==> config.mk <==
export PLATFORM = sky130hd
export DESIGN_NAME = multicycle_sequencer
export DESIGN_NICKNAME = d
export VERILOG_FILES = /design/src/rtl/multicycle_sequencer.sv
export SDC_FILE = /design/constraint.sdc
export NUM_CORES = 1
export LEC_CHECK = 0
export CAP_MARGIN = 20
export CORE_MARGIN = 2
export CORE_UTILIZATION = 36
export CTS_CLUSTER_SIZE = 14
export DETAILED_ROUTE_END_ITERATION = 10
export PLACE_DENSITY_LB_ADDON = 0.12
export SLEW_MARGIN = 5
export SYNTH_ARGS = -nofsm -noshare
export SYNTH_HDL_FRONTEND = slang
export SYNTH_SLANG_ARGS = --single-unit
==> constraint.sdc <==
create_clock -name clk -period 1.8 [get_ports clk]
set_input_delay 0.36 -clock clk [delete_from_list [all_inputs] [get_ports clk]]
set_output_delay 0.36 -clock clk [all_outputs]
set_load 0.01 [all_outputs]
==> src/rtl/multicycle_sequencer.sv <==
// rtl/multicycle_sequencer.sv - multi-cycle fetch/decode/execute/mem/writeback control FSM
// Optional cycle/instret counters enabled by defining PERF_COUNTER_EN.
module multicycle_sequencer #(
  parameter logic [31:0] RESET_IR    = 32'h00000013,
  parameter int unsigned MEM_TIMEOUT = 0
) (
  input  logic        clk,
  input  logic        rst_n,
  output logic        imem_req_valid,
  input  logic        imem_req_ready,
  input  logic        imem_resp_valid,
  input  logic [31:0] imem_rdata,
  output logic [31:0] ir,
  input  logic        dec_reg_wren,
  input  logic        dec_ram_wren,
  input  logic        dec_reg_write_data_src,
  output logic        dmem_req_valid,
  input  logic        dmem_req_ready,
  output logic        dmem_we,
  input  logic        dmem_resp_valid,
  output logic        reg_wren,
  output logic        pc_wren,
  input  logic        halt_req,
  output logic        halted,
  output logic        fault,
  output logic [2:0]  state,
  output logic [31:0] cycle_count,
  output logic [31:0] instret_count
);

  typedef enum logic [2:0] {
    S_FETCH      = 3'd0,
    S_FETCH_WAIT = 3'd1,
    S_DECODE     = 3'd2,
    S_EXECUTE    = 3'd3,
    S_MEM        = 3'd4,
    S_MEM_WAIT   = 3'd5,
    S_WRITEBACK  = 3'd6,
    S_HALT       = 3'd7
  } state_t;

  state_t      r_state;
  state_t      w_next;
  logic [31:0] r_ir;
  logic [31:0] r_wait_cnt;
  logic        r_fault;
  logic        r_reg_wren;
  logic        r_pc_wren;
  logic        r_dmem_req_valid;
  logic        r_dmem_we;
  logic        r_halted;
  logic        w_timeout;
  logic        w_in_wait;
  logic        w_ir_load;

  assign w_in_wait = (r_state == S_FETCH_WAIT) || (r_state == S_MEM_WAIT);
  assign w_timeout = (MEM_TIMEOUT != 0) && (r_wait_cnt == MEM_TIMEOUT - 1);
  assign w_ir_load = imem_resp_valid &&
                     (((r_state == S_FETCH) && imem_req_ready) || (r_state == S_FETCH_WAIT));

  always_comb begin
    w_next = r_state;
    case (r_state)
      S_FETCH:      if (imem_req_ready) w_next = imem_resp_valid ? S_DECODE : S_FETCH_WAIT;
      S_FETCH_WAIT: begin
        if (imem_resp_valid) w_next = S_DECODE;
        else if (w_timeout)  w_next = S_HALT;
      end
      S_DECODE:     w_next = S_EXECUTE;
      S_EXECUTE:    w_next = (dec_ram_wren || dec_reg_write_data_src) ? S_MEM : S_WRITEBACK;
      S_MEM: begin
        if (dmem_req_ready)
          w_next = (dec_ram_wren || dmem_resp_valid) ? S_WRITEBACK : S_MEM_WAIT;
      end
      S_MEM_WAIT: begin
        if (dmem_resp_valid) w_next = S_WRITEBACK;
        else if (w_timeout)  w_next = S_HALT;
      end
      S_WRITEBACK:  w_next = halt_req ? S_HALT : S_FETCH;
      S_HALT:       if (!halt_req && !r_fault) w_next = S_FETCH;
    endcase
  end

  // Strobes are registered from the next state so they line up with the state they belong to.
  always_ff @(posedge clk or negedge rst_n) begin
    if (!rst_n) begin
      r_state          <= S_FETCH;
      r_ir             <= RESET_IR;
      r_wait_cnt       <= '0;
      r_fault          <= 1'b0;
      r_reg_wren       <= 1'b0;
      r_pc_wren        <= 1'b0;
      r_dmem_req_valid <= 1'b0;
      r_dmem_we        <= 1'b0;
      r_halted         <= 1'b0;
    end else begin
      r_state <= w_next;
      if (w_ir_load) r_ir <= imem_rdata;
      r_wait_cnt <= (w_in_wait && (w_next == r_state)) ? r_wait_cnt + 32'd1 : 32'd0;
      if (w_in_wait && (w_next == S_HALT)) r_fault <= 1'b1;
      r_reg_wren       <= (w_next == S_WRITEBACK) && dec_reg_wren;
      r_pc_wren        <= (w_next == S_WRITEBACK);
      r_dmem_req_valid <= (w_next == S_MEM);
      r_dmem_we        <= (w_next == S_MEM) && dec_ram_wren;
      r_halted         <= (w_next == S_HALT);
    end
  end

  // Fetch request follows the state directly so the first post-reset cycle already fetches.
  assign imem_req_valid = (r_state == S_FETCH) && rst_n;
  assign ir             = r_ir;
  assign dmem_req_valid = r_dmem_req_valid;
  assign dmem_we        = r_dmem_we;
  assign reg_wren       = r_reg_wren;
  assign pc_wren        = r_pc_wren;
  assign halted         = r_halted;
  assign fault          = r_fault;
  assign state          = r_state;

`ifdef PERF_COUNTER_EN
  logic [31:0] r_cycle_count;
  logic [31:0] r_instret_count;

  always_ff @(posedge clk or negedge rst_n) begin
    if (!rst_n) begin
      r_cycle_count   <= '0;
      r_instret_count <= '0;
    end else begin
      if (r_state != S_HALT)     r_cycle_count   <= r_cycle_count + 32'd1;
      if (r_state == S_WRITEBACK) r_instret_count <= r_instret_count + 32'd1;
    end
  end

  assign cycle_count   = r_cycle_count;
  assign instret_count = r_instret_count;
`else
  assign cycle_count   = 32'd0;
  assign instret_count = 32'd0;
`endif

endmodule

; ---- Yosys cells after proc, flatten, opt, wreduce, memory -nomap -nowiden
; Index checks and enable logic that the tools add are counted.
[totals]
regBits = 41
latch_bits = 0
ram_bits = 0
rom_bits = 0
inputBits = 42
out_inout_bits = 106
wordCells = 42
mem_count = 0
[op_classes]
add_sub_neg = 0
multipliers = 0
n_div = 0
order_cmp = 0
eq_ne = 10
shifts = 0
muxes = 10
n_bitwise = 0
reduce_logical = 14
[ops]
columns = cell, n
row1 = 3-bit one-hot mux with 8 select lines, 1
row2 = 3-bit equality test (second input constant), 7
row3 = 3-bit 2-to-1 mux, 6
row4 = 1-bit logical AND, 7
row5 = 3-bit by 2-bit equality test with 1-bit output (second input constant), 2
row6 = 2-bit 2-to-1 mux, 3
row7 = 1-bit logical OR, 4
row8 = 3-bit by 1-bit equality test with 1-bit output (second input constant), 1
row9 = 3-bit zero test, 1
row10 = 1-bit zero test, 2

; ---- Longest topological paths before layout
; Gate-level depths: netlist of the first run.
[logic_depth]
ltp_word = 6
depth_mapped = 6
depth_no_buf = 4

; ---- Worst setup path before layout of the first run
; Ideal clock, no wire load.
[synth_path]
path_kind = flip-flop to flip-flop
from = reg r_state[1] (netlist: state[1])
to = reg r_ir[10] (netlist: ir[10])
setup_time_ns = 0.125
t_arrival_ns = 1.646
t_required_ns = 1.675
setup_slack_ns = 0.029
path_stages_with_launch = 6
n_path_buf = 3
synth_period_minus_slack_ns = 1.771
path_cell_list = dfrtp_1 > buf_2 > or4b_4 > buf_6 > buf_12 > mux2_4
[synth_between]
elab_chain_len = 4
word_cells_on_any_way = 5
classes_between = eq/ne: 1 / reduce/logical: 4
[synth_lines]
columns = item, line
row1 = start: declaration, 42  ; state_t r_state;
row2 = start signal: assignment, 97  ; r_state <= w_next;
row3 = 3-bit zero test, 59  ; (((r_state == S_FETCH) && imem_req_ready) || (r_state == S_FETCH_WAIT));
row4 = 1-bit logical AND, 59
row5 = 1-bit logical OR *, 59
row6 = 1-bit logical AND *, 58  ; assign w_ir_load = imem_resp_valid &&
row7 = end signal: assignment, 98  ; if (w_ir_load) r_ir <= imem_rdata;
row8 = end: declaration, 44  ; logic [31:0] r_ir;
; Every way passes the cells marked *; elsewhere a longest branch is shown, timed or not.
; A chain may end at the register's enable or synchronous reset.

; ---- Final worst setup path of the first run
[layout_path]
from = reg r_state[2] (netlist: state[2])
to = reg r_ir[27] (netlist: ir[27])
; The elaborated chain is that of the path after synthesis.

==> results of run 1 <==
-- worst reg2reg max path: cells and delay by family (launching register included) --
kind / cells / cell delay (ps)
AND/OR/NAND/NOR: 1 / 560
flip-flops: 1 / 400
multiplexers: 1 / 320
buffers and inverters: 2 / 350
-- path summary, 6_finish.rpt --
check	slack, ps	startpoint	endpoint	depth (start not counted)
setup / recovery	60	state[2]$_DFF_PN0_	ir[27]$_DFFE_PN0P_	4
hold / removal	130	rst_n	ir[2]$_DFFE_PN0P_	2
setup reg to reg	60	state[2]$_DFF_PN0_	ir[27]$_DFFE_PN0P_	4
hold reg to reg	430	fault$_DFFE_PN0P_	fault$_DFFE_PN0P_	0
max in group asynchronous	1280	rst_n	ir[1]$_DFFE_PN1P_	2
min in group clk	430	fault$_DFFE_PN0P_	fault$_DFFE_PN0P_	0
-- area by class of cell --
cell class	count	area, µm²	area share
inverter	2	7.51	0.00247
clock buffer	5	68.8	0.0226
clock inverter	3	17.5	0.00576
timing repair buffer	94	923	0.303
multi-input combinational	126	902	0.296
tap	75	93.8	0.0308
sequential	41	1030	0.338
-- stage by stage --
step / worst slack (ps) / instances
floorplan: 28.6 / 241
global placement: -220 / 337
detailed placement: -230 / 337
CTS: 21.0 / 346
global route: 2.53 / 346
finish: 59.4 / 346
-- where the power goes --
| part | switching, mW | internal, mW | leakage (nW) |
|---|---|---|---|
| clock | 0.326 | 0.268 | 0.0439 |
| combinational | 0.922 | 1.61 | 0.965 |
| sequential | 0.236 | 1.39 | 0.492 |
| total | 1.48 | 3.27 | 1.50 |
-- routing by layer --
| metal | up-vias | GRT usage | wire [µm] | part of all wire |
|---|---|---|---|---|
| met5 | - | 0 | 0 | 0 |
| met4 | 0 | 0.0440 | 34 | 0.0079 |
| met3 | 4 | 0.0427 | 459 | 0.11 |
| met2 | 94 | 0.155 | 1760 | 0.41 |
| met1 | 652 | 0.179 | 2030 | 0.47 |
| li1 | 642 | - | - | - |
-- synthesized netlist by cell type, drive strengths merged, types with 2 or more instances --
master | n | share of area
dfstp | 3 | 0.035
a21oi | 2 | 0.0044
inv | 2 | 0.0033
dfrtp | 38 | 0.42
o21ai | 4 | 0.0088
nor2 | 3 | 0.0061
nand2 | 4 | 0.0066
buf | 70 | 0.25
nor2b | 4 | 0.011
clkbuf | 2 | 0.0033
mux2 | 32 | 0.21
-- cells by family (layout without fill, tap and decap cells) --
group	Yosys count	after routing
buffers and inverters	74	104
multiplexers	32	32
AND/OR/NAND/NOR	18	18
AO/OA/AOI/OAI	12	12
other	1	64
flip-flops	41	41
-- state kept, by name (all words and copies together), names as in the netlist --
signal / cells
ir: 32
state: 3
dmem_req_valid: 1
dmem_we: 1
fault: 1
halted: 1
pc_wren: 1
reg_wren: 1
-- repair_timing --
| action | 4_1_cts | 5_1_grt |
|---|---|---|
| pin swaps | 0 | 1 |
| resized for setup | 2 | 2 |
| endpoints found under the setup margin | 1 | 2 |
| setup buffers | 1 | 0 |
==> summary by stage, run 1 <==
Critical path
In this design, the largest share of critical-path delay is due to simple AND/OR/NAND/NOR gates. Traced cell by cell, the critical path runs through buf_4 > or4b_4 > buf_12 > mux2_4. The capturing element type of the critical path is a flip-flop.

Data on the critical path is required at its endpoint by 1980 ps. The kind of critical path is reg2reg. Along the worst path, the maximum fanout reaches 22. The number of buffer and inverter stages on the critical path is 2. The arrival time of data at the critical path endpoint is 1920 ps. The startpoint class of the critical path is a flip-flop. The largest single stage delay on the critical path is 560 ps. Among all stages on the critical path, the largest delay is contributed by sky130_fd_sc_hd__or4b_4.

Yosys
After synthesis, the share of flip-flops with an asynchronous set or reset is 1.00. The gate count after technology mapping is 178. The sequential cell area fraction in the yosys report is 0.453. Of the total synthesized cell area, the portion taken by AND, OR, NAND and NOR gates is 0.0485. A synthesized cell averages 12.8 µm². Of the total synthesized cell area, the portion taken by XOR and XNOR cells is 0.

The combinational family with the most area after synthesis is buffers and inverters. The fraction of the mapped netlist area in compound gates was 0.0336. The number of distinct library cells after synthesis is 30. Of the total synthesized cell area, the portion taken by full adders, half adders and majority gates is 0.

The post-synth design cell area is 2270 µm². The count of state elements after synthesis is 41. The Yosys step of the flow raised 0 warnings.

In this run, synthesis inferred 0 flip-flops with an integrated enable. The share of cell area taken by muxes after synthesis is 0.206. The primary flip-flop cell chosen by synthesis mapping is sky130_fd_sc_hd__dfrtp_1.

Route
Before antenna repair, the detailed router went through 4 iterations. The average vias per placed instance is 4.02. The detail route stage leaves a number of antenna-violating nets equal to 0.

The post-detailed-route wirelength per cell is 12.4 µm. After detailed routing, the total wire length is 4290 µm. Across all layers, the routed design uses 1392 vias. For this block, the initial DRC count from the detailed router was 43. After detailed routing, the number of remaining DRC violations is 0.

Power
The analysis attributes to cell leakage a power of 1.50 nW. The design draws 4.76 mW. Dividing total power by cell area gives a power density of 1560 nW/µm². The worst-case IR drop observed on VDD is 771 µV.

Layout
For this run, the share of the core covered by cells in the final layout is 0.505. The number of antenna diodes is 0. After routing the design area is 3040 µm².

The library cells used most frequently in the layout, excluding fill and tap cells, are sky130_fd_sc_hd__clkdlybuf4s50_1, sky130_fd_sc_hd__conb_1, sky130_fd_sc_hd__dfrtp_1. The most frequent standard cell in the layout excluding fill and tap cells is sky130_fd_sc_hd__clkdlybuf4s50_1. The layout filler cell count is 547. The layout net count is 312.

From synthesis to final layout, the design area changed by 33.9%. Of the cells placed in the final design, the portion with a size suffix greater than 1 is 0.214.

Clock network
The tree is rooted in a sky130_fd_sc_hd__clkbuf_8. Buffers inserted to repair hold after CTS numbered 0. The maximum count of clock buffers along a single path is 2. The tree built by TritonCTS fans out to 41 sinks.

The worst-skew pair later-pin latency is 300 ps. The clock transition time at the flip-flop clock pins of the worst setup and hold paths is 80 ps. The number of H-tree levels is 2. TritonCTS built the clock tree. The CTS buffer count is 5.

Timing
The worst pin sits at a relative slew slack of 0.651. For the pin with the worst max-slew slack, the measured transition is 523 ps. The achievable clock frequency is 575 MHz.

The tightest hold path in the finished design has a slack of 133 ps. The portion of the clock cycle consumed by the worst path in the final layout is 0.967. Setup repair after global routing left no endpoint under its margin. After routing, the total negative slack on setup checks comes to 0 ps.

The number of endpoints with negative hold slack in the final report came to 0. The clock period minus final worst setup slack is 1740 ps. The total count of max-transition violations in the final report is 0.

The number of failing setup endpoints in the final timing report is 0. The clock skew after layout is 7.45 ps.

Place
Detailed placement finished with a half-perimeter wire length of 3150 µm. The instance area at placement is 2940 µm². The congestion estimate from routability-driven global placement came to 0.771. The count of buffers from port buffering is 83.

Run status
The run finished with clean final reports.

Global route
The initial antenna violation count is 0. The maximum number of pins on one net before global-route repair is 42. The wire length of the first global-routing pass is 6620 µm. The overall routing resource usage is 0.119.

The number of global-route vias before repair is 1236. After global routing the overflow that remains totals 0.

Die
The die outline height is 83.4 µm. For this configuration, the core starts out at a cell density of 0.377. The total die area is 6960 µm². The floorplan row count is 28. 148 I/O pins were placed.

After floorplanning, the core was sized to cover 6030 µm². The die width is 83.4 µm.

Flow run
Max-cap violations in this run came to 0.

Hold path
The type of the tightest min-delay check is in2async.
No activity file was read; power rests on OpenSTA's default activity.
==> run 2: changes to the inputs <==
CORE_UTILIZATION = 33   (was 36)
CTS_CLUSTER_DIAMETER = 200   (was default)
clock period = 1.5 ns   (was 1.8 ns; I/O delays follow)
==> run 2 against run 1 <==
  * The flow now finishes with violations (setup timing)
  * Cell area up 6.8%
  * Global-route usage shrank 0.72 points
  * Utilization fell by 2.1 points
  * Highest routed layer unchanged
==> summary by stage, run 2 (synthesized netlist as in run 1, its figures left out) <==
Run status
The flow ran to the end, but the final reports show violations. The final reports fail on setup timing.

Timing
The total count of max-transition violations in the final report is 0 (unchanged). The clock skew after layout is 5.05 ps (-2.40 ps). The relative slew slack came to 0.644 (-0.00696). The actual slew at the worst max-slew pin is 534 ps (+10.4 ps). The portion of the clock cycle consumed by the worst path in the final layout is 1.16. The setup TNS was -7470 ps (-7470 ps). The number of endpoints with negative hold slack in the final report is 0 (unchanged). The achievable clock frequency is 576 MHz. Setup repair after global routing could not meet its margin everywhere.

The clock period minus final worst setup slack is 1740 ps. The number of failing setup endpoints in the final timing report is 38 (+38). The final worst-path setup slack came to -237 ps (-296 ps).

Die
The area of the core came to 6720 µm² (+12%). The number of top-level design ports is 148 (unchanged). The die width is 87.0 µm (+4.2%).

The total die area is 7570 µm² (+8.7%). The die outline height was 87.0 µm (+4.2%). The initial core utilization is 0.338 (-0.0389).

The floorplan row count is 30 (+7.1%).

Critical path
The critical path is of the in2reg type. The arrival time of data at the critical path endpoint is 1910 ps (about the same). The worst setup path is captured at a flip-flop. STA classifies the critical path startpoint as an input pin. The critical path data required time is 1670 ps (-310 ps). The largest fanout on the critical path is 10 (-55%).

Clock network
The number of clock sinks was 41 (unchanged). TritonCTS built the clock tree. The CTS buffer count was 5 (unchanged). The cell sitting at the root of the clock tree is a sky130_fd_sc_hd__clkbuf_8. The worst-skew pair later-pin latency was 290 ps (about the same). The maximum count of clock buffers along a single path is 2 (unchanged). The number of H-tree levels was 2 (unchanged).

The clock transition time at the flip-flop clock pins of the worst setup and hold paths is 80 ps (about the same).

Layout
The layout net count came to 324 (+3.8%). The top cell types in the final layout, fill and taps aside, are sky130_fd_sc_hd__conb_1, sky130_fd_sc_hd__clkdlybuf4s50_1, sky130_fd_sc_hd__dfrtp_1. The layout cell share with drive strength beyond 1 is 0.261 (+0.0475). The most frequent standard cell in the layout excluding fill and tap cells is sky130_fd_sc_hd__conb_1. The signed area change from the synthesized netlist to the final layout is 43.0%. The number of flip-flops under the largest register name came to 32 (unchanged).

The number of antenna diodes came to 0 (unchanged).

Route
The number of design rule violations left after detail routing is 0 (unchanged). The first-pass iteration count of the detailed router came to 3 (-1). The first-iteration detailed-routing DRC count is 8 (-81%). The post-detailed-route wirelength per cell was 12.5 µm (+0.72%). The final wirelength was 4530 µm (+5.7%). The total via count in the routed design was 1414 (+1.6%). The final antenna-violating net count came to 0 (unchanged). The average vias per placed instance is 3.90 (-3.2%).

Place
The count of buffers from port buffering came to 83 (unchanged). The final weighted congestion in routability-driven placement is 0.737 (-4.4%). The half-perimeter wire length after placement came to 3300 µm (+4.9%).

The setup slack at placement is -491 ps (-261 ps).

Hold path
The path class of the tightest hold or removal check is in2async.

Power
The cell area power density was 1830 nW/µm² (+17%). The peak supply drop came to 480 µV (-38%). The leakage power is 1.85 nW (+23%). The power consumption was 5.94 mW (+25%).

Global route
The overall routing resource usage is 0.112 (-0.00723). The number of global-route vias before repair is 1273 (+3.0%). The maximum number of pins on one net before global-route repair was 42 (unchanged). The wire length of the first global-routing pass is 6440 µm (-2.6%). The total grt overflow is 0 (unchanged). The initial antenna violation count is 0 (unchanged).

Flow run
The count of max-cap constraint violations is 0 (unchanged).
[run 2: cell count changes in the layout (fill, tap and decap cells not counted), moves of 2 or more]
cell / before / now
sky130_fd_sc_hd__dlymetal6s2s_1: 1 / 21
sky130_fd_sc_hd__dlygate4sd2_1: 0 / 16
sky130_fd_sc_hd__buf_4: 10 / 17
sky130_fd_sc_hd__clkinv_2: 2 / 0
sky130_fd_sc_hd__buf_6: 0 / 6
sky130_fd_sc_hd__clkdlybuf4s50_1: 80 / 41
[run 2: worst max-delay path: stages]
cell and delay [ps]:
sky130_fd_sc_hd__clkdlybuf4s50_1 470, sky130_fd_sc_hd__nor2_2 40, sky130_fd_sc_hd__or4b_4 590, sky130_fd_sc_hd__clkbuf_16 210, sky130_fd_sc_hd__mux2_4 300
[run 2: final timing paths]
kind	to	depth (start not counted)	from	slack (ps)
max	ir[31]$_DFFE_PN0P_	5	imem_req_ready	-240
min	state[0]$_DFF_PN0_	2	rst_n	90
max reg2reg	ir[31]$_DFFE_PN0P_	5	state[0]$_DFF_PN0_	-220
min reg2reg	fault$_DFFE_PN0P_	1	fault$_DFFE_PN0P_	490
max in group asynchronous	ir[2]$_DFFE_PN0P_	2	rst_n	1040
min in group clk	fault$_DFFE_PN0P_	1	fault$_DFFE_PN0P_	490
[run 2: power by group]
group	switching [mW]	leakage (nW)	internal, mW
clock network	0.380	0.0574	0.541
logic	1.19	1.30	1.90
registers	0.267	0.492	1.67
total	1.83	1.85	4.11
[run 2: per-layer routing]
| layer | GRT usage | routed length [µm] | up-vias |
|---|---|---|---|
| met5 | 0 | 0 | - |
| li1 | - | - | 663 |
| met3 | 0.0408 | 456 | 2 |
| met2 | 0.167 | 2070 | 79 |
| met4 | 0.0341 | 19 | 0 |
| met1 | 0.152 | 1990 | 670 |
[run 2: what timing repair did]
| item | 4_1_cts | 5_1_grt |
|---|---|---|
| endpoints found under the setup margin | 56 | 60 |
| resized for setup | 30 | 26 |
| gates cloned | 0 | 1 |
| pin swaps | 1 | 2 |
| setup buffers | 6 | 2 |
| hold buffers | 0 | 0 |
[run 2: through the flow]
step / hold WS, ps / cell area (µm²) / std cells / utilization
2_1_floorplan: 4.41 / 2530 / 241 / -
3_3_place_gp: 420 / 2980 / 346 / 0.444
3_5_place_dp: 426 / 2980 / 346 / 0.444
4_1_cts: 99.4 / 3140 / 360 / 0.467
5_1_grt: 133 / 3250 / 363 / 0.484
6_report: 91.3 / 3250 / 363 / 0.484
[run 2: area by class of cell]
class | instances | area (µm²)
flip-flops and latches | 41 | 1030
inverters | 2 | 7.51
clock inverters | 2 | 37.5
clock buffers | 6 | 82.6
well taps | 80 | 100
repair buffers | 106 | 1070
fillers | 629 | 3470
multi-input cells | 126 | 918
==> run 3: changes to the inputs <==
CORE_ASPECT_RATIO = 1.2   (was default)
==> run 3 against run 2 <==
  * The run still ends with setup timing left
  * Highest routed layer unchanged
  * Die area hardly changed
  * Total power decreased by 4.6%
  * Combinational power decreased by 5%
  * Utilization down 1.4 points
  * Cell count unchanged
  * Critical endpoint is now ir[6]$_DFFE_PN0P_
  * Clock skew rose by 1.4 ps
  * Largest power group unchanged
  * Routed wire length rose by 2.0%
==> summary by stage, run 3 (synthesized netlist as in run 1, its figures left out) <==
Flow run
The count of max-cap constraint violations is 0 (unchanged).

Timing
The setup TNS was -4820 ps (+2650 ps). The number of endpoints with negative hold slack in the final report came to 0 (unchanged). The clock period minus final worst setup slack is 1660 ps (-74.6 ps). The final worst-path setup slack is -162 ps (+74.6 ps). The portion of the clock cycle consumed by the worst path in the final layout is 1.11 (-0.0497). The actual slew at the worst max-slew pin was 536 ps (+1.74 ps). The achievable clock frequency is 602 MHz (+4.5%).

The clock skew after layout was 6.42 ps (+1.37 ps). The number of failing setup endpoints in the final timing report is 36 (-5.3%). The total count of max-transition violations in the final report is 0 (unchanged). The relative slew slack is 0.643 (-0.00116). Setup repair after global routing could not meet its margin everywhere.

Route
The post-detailed-route wirelength per cell was 12.7 µm (+2.0%). The number of design rule violations left after detail routing is 0 (unchanged). The first-iteration detailed-routing DRC count is 41 (+33). The average vias per placed instance is 3.94 (+1.1%).

The final wirelength is 4620 µm (+2.0%). The total via count in the routed design was 1430 (+1.1%). The first-pass iteration count of the detailed router is 4 (+1). The final antenna-violating net count was 0 (unchanged).

Clock network
The number of clock sinks is 41 (unchanged). The root buffer cell is sky130_fd_sc_hd__clkbuf_8. The number of H-tree levels is 2 (unchanged). TritonCTS built the clock tree. The number of hold buffers added after CTS is 0 (unchanged). The worst-skew pair later-pin latency is 290 ps (about the same).

The CTS buffer count was 5 (unchanged). The maximum count of clock buffers along a single path is 2 (unchanged). The clock transition time at the flip-flop clock pins of the worst setup and hold paths is 80 ps (about the same).

Layout
The total non-filler cell area in the finished layout is 3180 µm² (-2.2%). The post-route non-filler standard cell count is 363 (unchanged). The signed area change from the synthesized netlist to the final layout is 39.9%. The layout filler cell count is 657 (+4.5%).

The number of flip-flops under the largest register name was 32 (unchanged). The layout net count was 317 (-2.2%). The layout cell share with drive strength beyond 1 is 0.236 (-0.0260).

The post-route core utilization was 0.470 (-0.0141). The number of antenna diodes is 0 (unchanged). The most frequent standard cell in the layout excluding fill and tap cells is sky130_fd_sc_hd__conb_1. In the layout the commonest cells are sky130_fd_sc_hd__conb_1, sky130_fd_sc_hd__dfrtp_1, sky130_fd_sc_hd__clkdlybuf4s50_1.

Critical path
The setup slack of the most critical reg-to-reg path is -160 ps (+60 ps). The arrival time of data at the critical path endpoint came to 1840 ps (-70 ps). The setup path with the least slack is of type reg2reg. STA classifies the critical path startpoint as a flip-flop.

The critical path data required time is 1680 ps (about the same). The worst setup path is captured at a flip-flop. The largest fanout on the critical path came to 15 (+5).

Run status
The run finished, with violations left. The final reports fail on setup timing.

Hold path
The type of the tightest min-delay check is in2async.

Die
The area of the core is 6770 µm² (+0.78%). The die width is 79.8 µm (-8.3%). The die outline height is 94.9 µm (+9.1%).

The floorplan row count is 33 (+10%). The total die area is 7570 µm² (about the same). The initial core utilization is 0.336 (-0.00262). The number of top-level design ports is 148 (unchanged).

Place
The instance count after placement with tap cells included is 351 (+1.4%). The count of buffers from port buffering came to 83 (unchanged). The half-perimeter wire length after placement is 3200 µm (-3.0%). The instance area at placement is 2980 µm² (-0.21%). The final weighted congestion in routability-driven placement was 0.673 (-8.7%).

Global route
The maximum number of pins on one net before global-route repair is 42 (unchanged). The total grt overflow was 0 (unchanged). The initial antenna violation count is 0 (unchanged).

The number of global-route vias before repair is 1263 (-0.79%). The overall routing resource usage came to 0.117 (+0.00492). The wire length of the first global-routing pass is 6710 µm (+4.2%).

Power
The cell area power density was 1780 nW/µm² (-2.5%). The peak supply drop is 627 µV (+31%). The leakage power is 1.83 nW (-1.4%).
## run 3: cell type report
cell class / instances / area [µm²] / area share
Timing Repair Buffer: 99 / 1020 / 0.322
Clock inverter: 1 / 5.00 / 0.00157
Inverter: 2 / 7.51 / 0.00236
Sequential cell: 41 / 1030 / 0.324
Multi-Input combinational cell: 126 / 908 / 0.286
Clock buffer: 7 / 96.3 / 0.0303
Tap cell: 87 / 109 / 0.0342
## run 3: timing repair
item / in CTS / in global routing
hold endpoints to repair: 0 / 0
pin swaps: 1 / 1
gates resized for setup: 28 / 24
buffers inserted: 1 / 1
gates cloned: 2 / 0
endpoints found under the setup margin: 56 / 61
## run 3: metrics by stage
stage	hold slack (ps)	total power, mW	setup slack (ps)
final	95.6	5.67	-162
after global routing	131	6.04	-205
after CTS	113	5.81	-171
after detailed placement	414	5.04	-482
after global placement	417	5.01	-473
after floorplan	4.41	3.76	-259
## run 3: worst paths after layout
| path | start | endpoint | cells past startpoint |
|---|---|---|---|
| setup / recovery | state[2]$_DFF_PN0_ | ir[6]$_DFFE_PN0P_ | 3 |
| hold reg to reg | fault$_DFFE_PN0P_ | fault$_DFFE_PN0P_ | 0 |
| setup reg to reg | state[2]$_DFF_PN0_ | ir[6]$_DFFE_PN0P_ | 3 |
| min in group clk | fault$_DFFE_PN0P_ | fault$_DFFE_PN0P_ | 0 |
| hold / removal | rst_n | ir[14]$_DFFE_PN0P_ | 2 |
| max in group asynchronous | rst_n | ir[4]$_DFFE_PN1P_ | 2 |
## run 3: worst max-delay path, stage by stage (launching register included)
cell and delay [ps]:
sky130_fd_sc_hd__dfrtp_1 400, sky130_fd_sc_hd__or4b_4 640, sky130_fd_sc_hd__buf_12 200, sky130_fd_sc_hd__mux2_4 300
## run 3: routing by layer
metal | routed length, µm | GRT usage | share of wire
met2 | 2050 | 0.178 | 0.44
met3 | 488 | 0.0363 | 0.11
met4 | 53 | 0.0466 | 0.011
met1 | 2030 | 0.155 | 0.44
met5 | 0 | 0 | 0
## run 3: power breakdown
part           total (mW)  internal (mW)  switching, mW
combinational        2.95           1.79           1.16
clock               0.785          0.416          0.370
sequential           1.93           1.67          0.264
total                5.67           3.87           1.80
==> RTL change (settings of run 1) <==
The option `PERF_COUNTER_EN` is turned on by a define.
--- a/src/rtl/multicycle_sequencer.sv
+++ b/src/rtl/multicycle_sequencer.sv
@@ -1,4 +1,6 @@
 // rtl/multicycle_sequencer.sv - multi-cycle fetch/decode/execute/mem/writeback control FSM
 // Optional cycle/instret counters enabled by defining PERF_COUNTER_EN.
+`define PERF_COUNTER_EN
+
 module multicycle_sequencer #(
   parameter logic [31:0] RESET_IR    = 32'h00000013,
Function: changed (Yosys sat finds a counterexample within 4 cycles, from zero or initial values and one cycle with rst_n low).
==> RTL change against run 1 <==
  * Final area up 130%
  * Die area rose by 100%
  * Count of clock-buffer cells in the layout grew 6
  * Sequential cell count rose by 64
  * Total power rose by 84%
  * Worst setup slack better by 0.0020 ns
  * Routed wire length rose to 2.6 times the old value
  * Area after synthesis is 110% higher
  * Largest cell class unchanged
==> RTL change: results (changes against run 1) <==
result of the run complete, no violations; routed wire length 11,000 µm (+160%); peak supply drop 0.744 mV (-3.5%); post-CTS clock slew at the launch and capture registers of the worst setup and hold paths roughly 0.070 ns; Reg-to-Reg Start state[0]$_DFF_PN0_; via-per-instance ratio 4.87 (+21%); GR Layer Usage met3 5.65% (+1.4 points); count of buffers inserted at the top-level ports 147 (+77%); largest net degree at the start of global routing 106 (+150%); maximum fanout encountered on the critical timing path 3 (-86%); final weighted congestion in routability-driven placement 0.785 (+1.8%); number of setup buffers added after CTS 1 (unchanged); via count of the first global-routing pass 3,551 (+190%); class of the worst hold path input port to asynchronous set/reset pin; Critical Path Sink cycle_count[1]; Layout fillers 1,155 (+110%); fraction of registers with async set/reset 100% (unchanged); Cell variety after synth 43 (+43%); layout cells sized above 1 20.4% (-0.96 points); number of sinks driven by the clock tree 105 (+160%); largest clock skew in the final design 0.00894 ns (+0.00149 ns); Detailed Routing Iterations Pass 1 4 (unchanged); Leak 3.11 nW (+110%); maximum clock insertion buffer count 2 (unchanged); slew at the pin with the worst max-slew slack 0.578 ns (+0.0550 ns); FF-to-FF setup slack 0.12 ns (+0.06 ns); syn nets a little over 400; wire length of the first global-routing pass 18,200 µm (+170%); placed wire-length estimate 7640 µm (+140%); later-pin clock latency in the skew report 0.35 ns (+0.05 ns); grt peak-use layer met2; signal arrival time at the worst endpoint 1.38 ns (-0.54 ns); post-CTS sizing 18 (+16); end of the worst register-to-register path cycle_count[29]$_DFFE_PN0N_; met1 routing resource usage after global routing 21.4% (+3.5 points); global router's overall resource usage 16.2% (+4.2 points); number of antenna violations at the first check in global routing 0 (unchanged); share of the yosys chip area belonging to registers 56.0% (+11 points); most numerous cell types in the synthesized netlist sky130_fd_sc_hd__dfrtp_1 (102), sky130_fd_sc_hd__xnor2_1 (52), sky130_fd_sc_hd__nand4_1 (31); master cell of the clock root buffer sky130_fd_sc_hd__clkbuf_16; leading cell types by total area after synthesis sky130_fd_sc_hd__dfrtp_1 (54%), sky130_fd_sc_hd__xnor2_1 (9.7%), sky130_fd_sc_hd__mux2_4 (9.6%); number of clock buffers inserted by TritonCTS 9 (+4); Synthesis Warnings 0 (unchanged); net count of the finished layout 587 (+88%); drt first-iter violations 204 (+370%); Critical Path Start cycle_count[1]$_DFFE_PN0N_; hold_ws 0.100 ns (-0.0324 ns); depth of the worst register-to-register path 6 (+2); final antenna diode count 0 (unchanged); commonest register cell after synthesis sky130_fd_sc_hd__dfrtp_1; Post-DP Area 0.00653 mm² (+120%); grt met2 use 24.5% (+9.0 points); deepest level of the CTS H-tree 3 (+1)
-- RTL change: changes by cell type after synthesis, moves of 7 or more --
cell	delta
sky130_fd_sc_hd__dfrtp_1	+64
sky130_fd_sc_hd__buf_4	-59
sky130_fd_sc_hd__xnor2_1	+52
sky130_fd_sc_hd__nand4_1	+30
sky130_fd_sc_hd__nand3_1	+25
sky130_fd_sc_hd__nand2_1	+17
sky130_fd_sc_hd__xor2_1	+10
sky130_fd_sc_hd__and3_1	+9
sky130_fd_sc_hd__nor2_1	+7
-- RTL change: worst min-delay path by stage --
| stage | cells past startpoint | endpoint |
|---|---|---|
| after floorplan | 0 | cycle_count[0]$_DFFE_PN0N_ |
| after global placement | 0 | fault$_DFFE_PN0P_ |
| after detailed placement | 0 | fault$_DFFE_PN0P_ |
| after CTS | 2 | instret_count[17]$_DFFE_PN0N_ |
| after global routing | 2 | instret_count[17]$_DFFE_PN0N_ |
| final | 2 | instret_count[17]$_DFFE_PN0N_ |
-- RTL change: per-stage QoR --
step | setup TNS, ns | setup WS (ns) | util [%] | std cells
2_1_floorplan | 0 | 0.0466 | - | 361
3_3_place_gp | -14.15 | -0.405 | 51.5 | 695
3_5_place_dp | -14.82 | -0.457 | 51.5 | 695
4_1_cts | -0.0915 | -0.0857 | 54.1 | 713
5_1_grt | 0 | 0.00174 | 54.9 | 720
6_report | 0 | 0.0614 | 54.9 | 720
-- RTL change: critical path, cell delays in order (launching register included) --
cell and delay [ns]:
sky130_fd_sc_hd__dfrtp_1 0.38, sky130_fd_sc_hd__buf_4 0.13, sky130_fd_sc_hd__clkdlybuf4s50_1 0.52
-- RTL change: cell families (layout without fill, tap and decap cells) --
| family | count (synthesis) | in the layout | synth area share, % |
|---|---|---|---|
| adders and majority gates | 2 | 2 | 0.533 |
| xor gates and xnor gates | 62 | 62 | 11.6 |
| AOI/OAI and AO/OA | 8 | 8 | 1.25 |
| DFF | 105 | 105 | 56.0 |
| buffers and inverters | 18 | 205 | 2.40 |
| muxes | 33 | 33 | 10.3 |
| and+or+nand+nor | 133 | 133 | 17.9 |
-- RTL change: per-layer routing --
| metal | share of wire (%) | vias up |
|---|---|---|
| li1 | - | 1662 |
| met1 | 45 | 1710 |
| met2 | 46 | 120 |
| met3 | 7.8 | 12 |
| met4 | 1.6 | 0 |
| met5 | 0 | - |
-- RTL change: layout make-up --
class                      count  area share [%]
clock buffer                  11            3.64
clock inverter                 5           0.432
multi-input combinational    238            29.0
sequential                   105            37.9
timing repair buffer         185            25.8
tap                          172            3.10
inverter                       4           0.216
-- RTL change: power breakdown --
part           internal, mW  total [mW]  leakage (nW)  switching, mW
clock network          1.01        1.88         0.137          0.874
logic                  2.15        3.49          1.61           1.34
registers              2.97        3.39          1.36          0.420
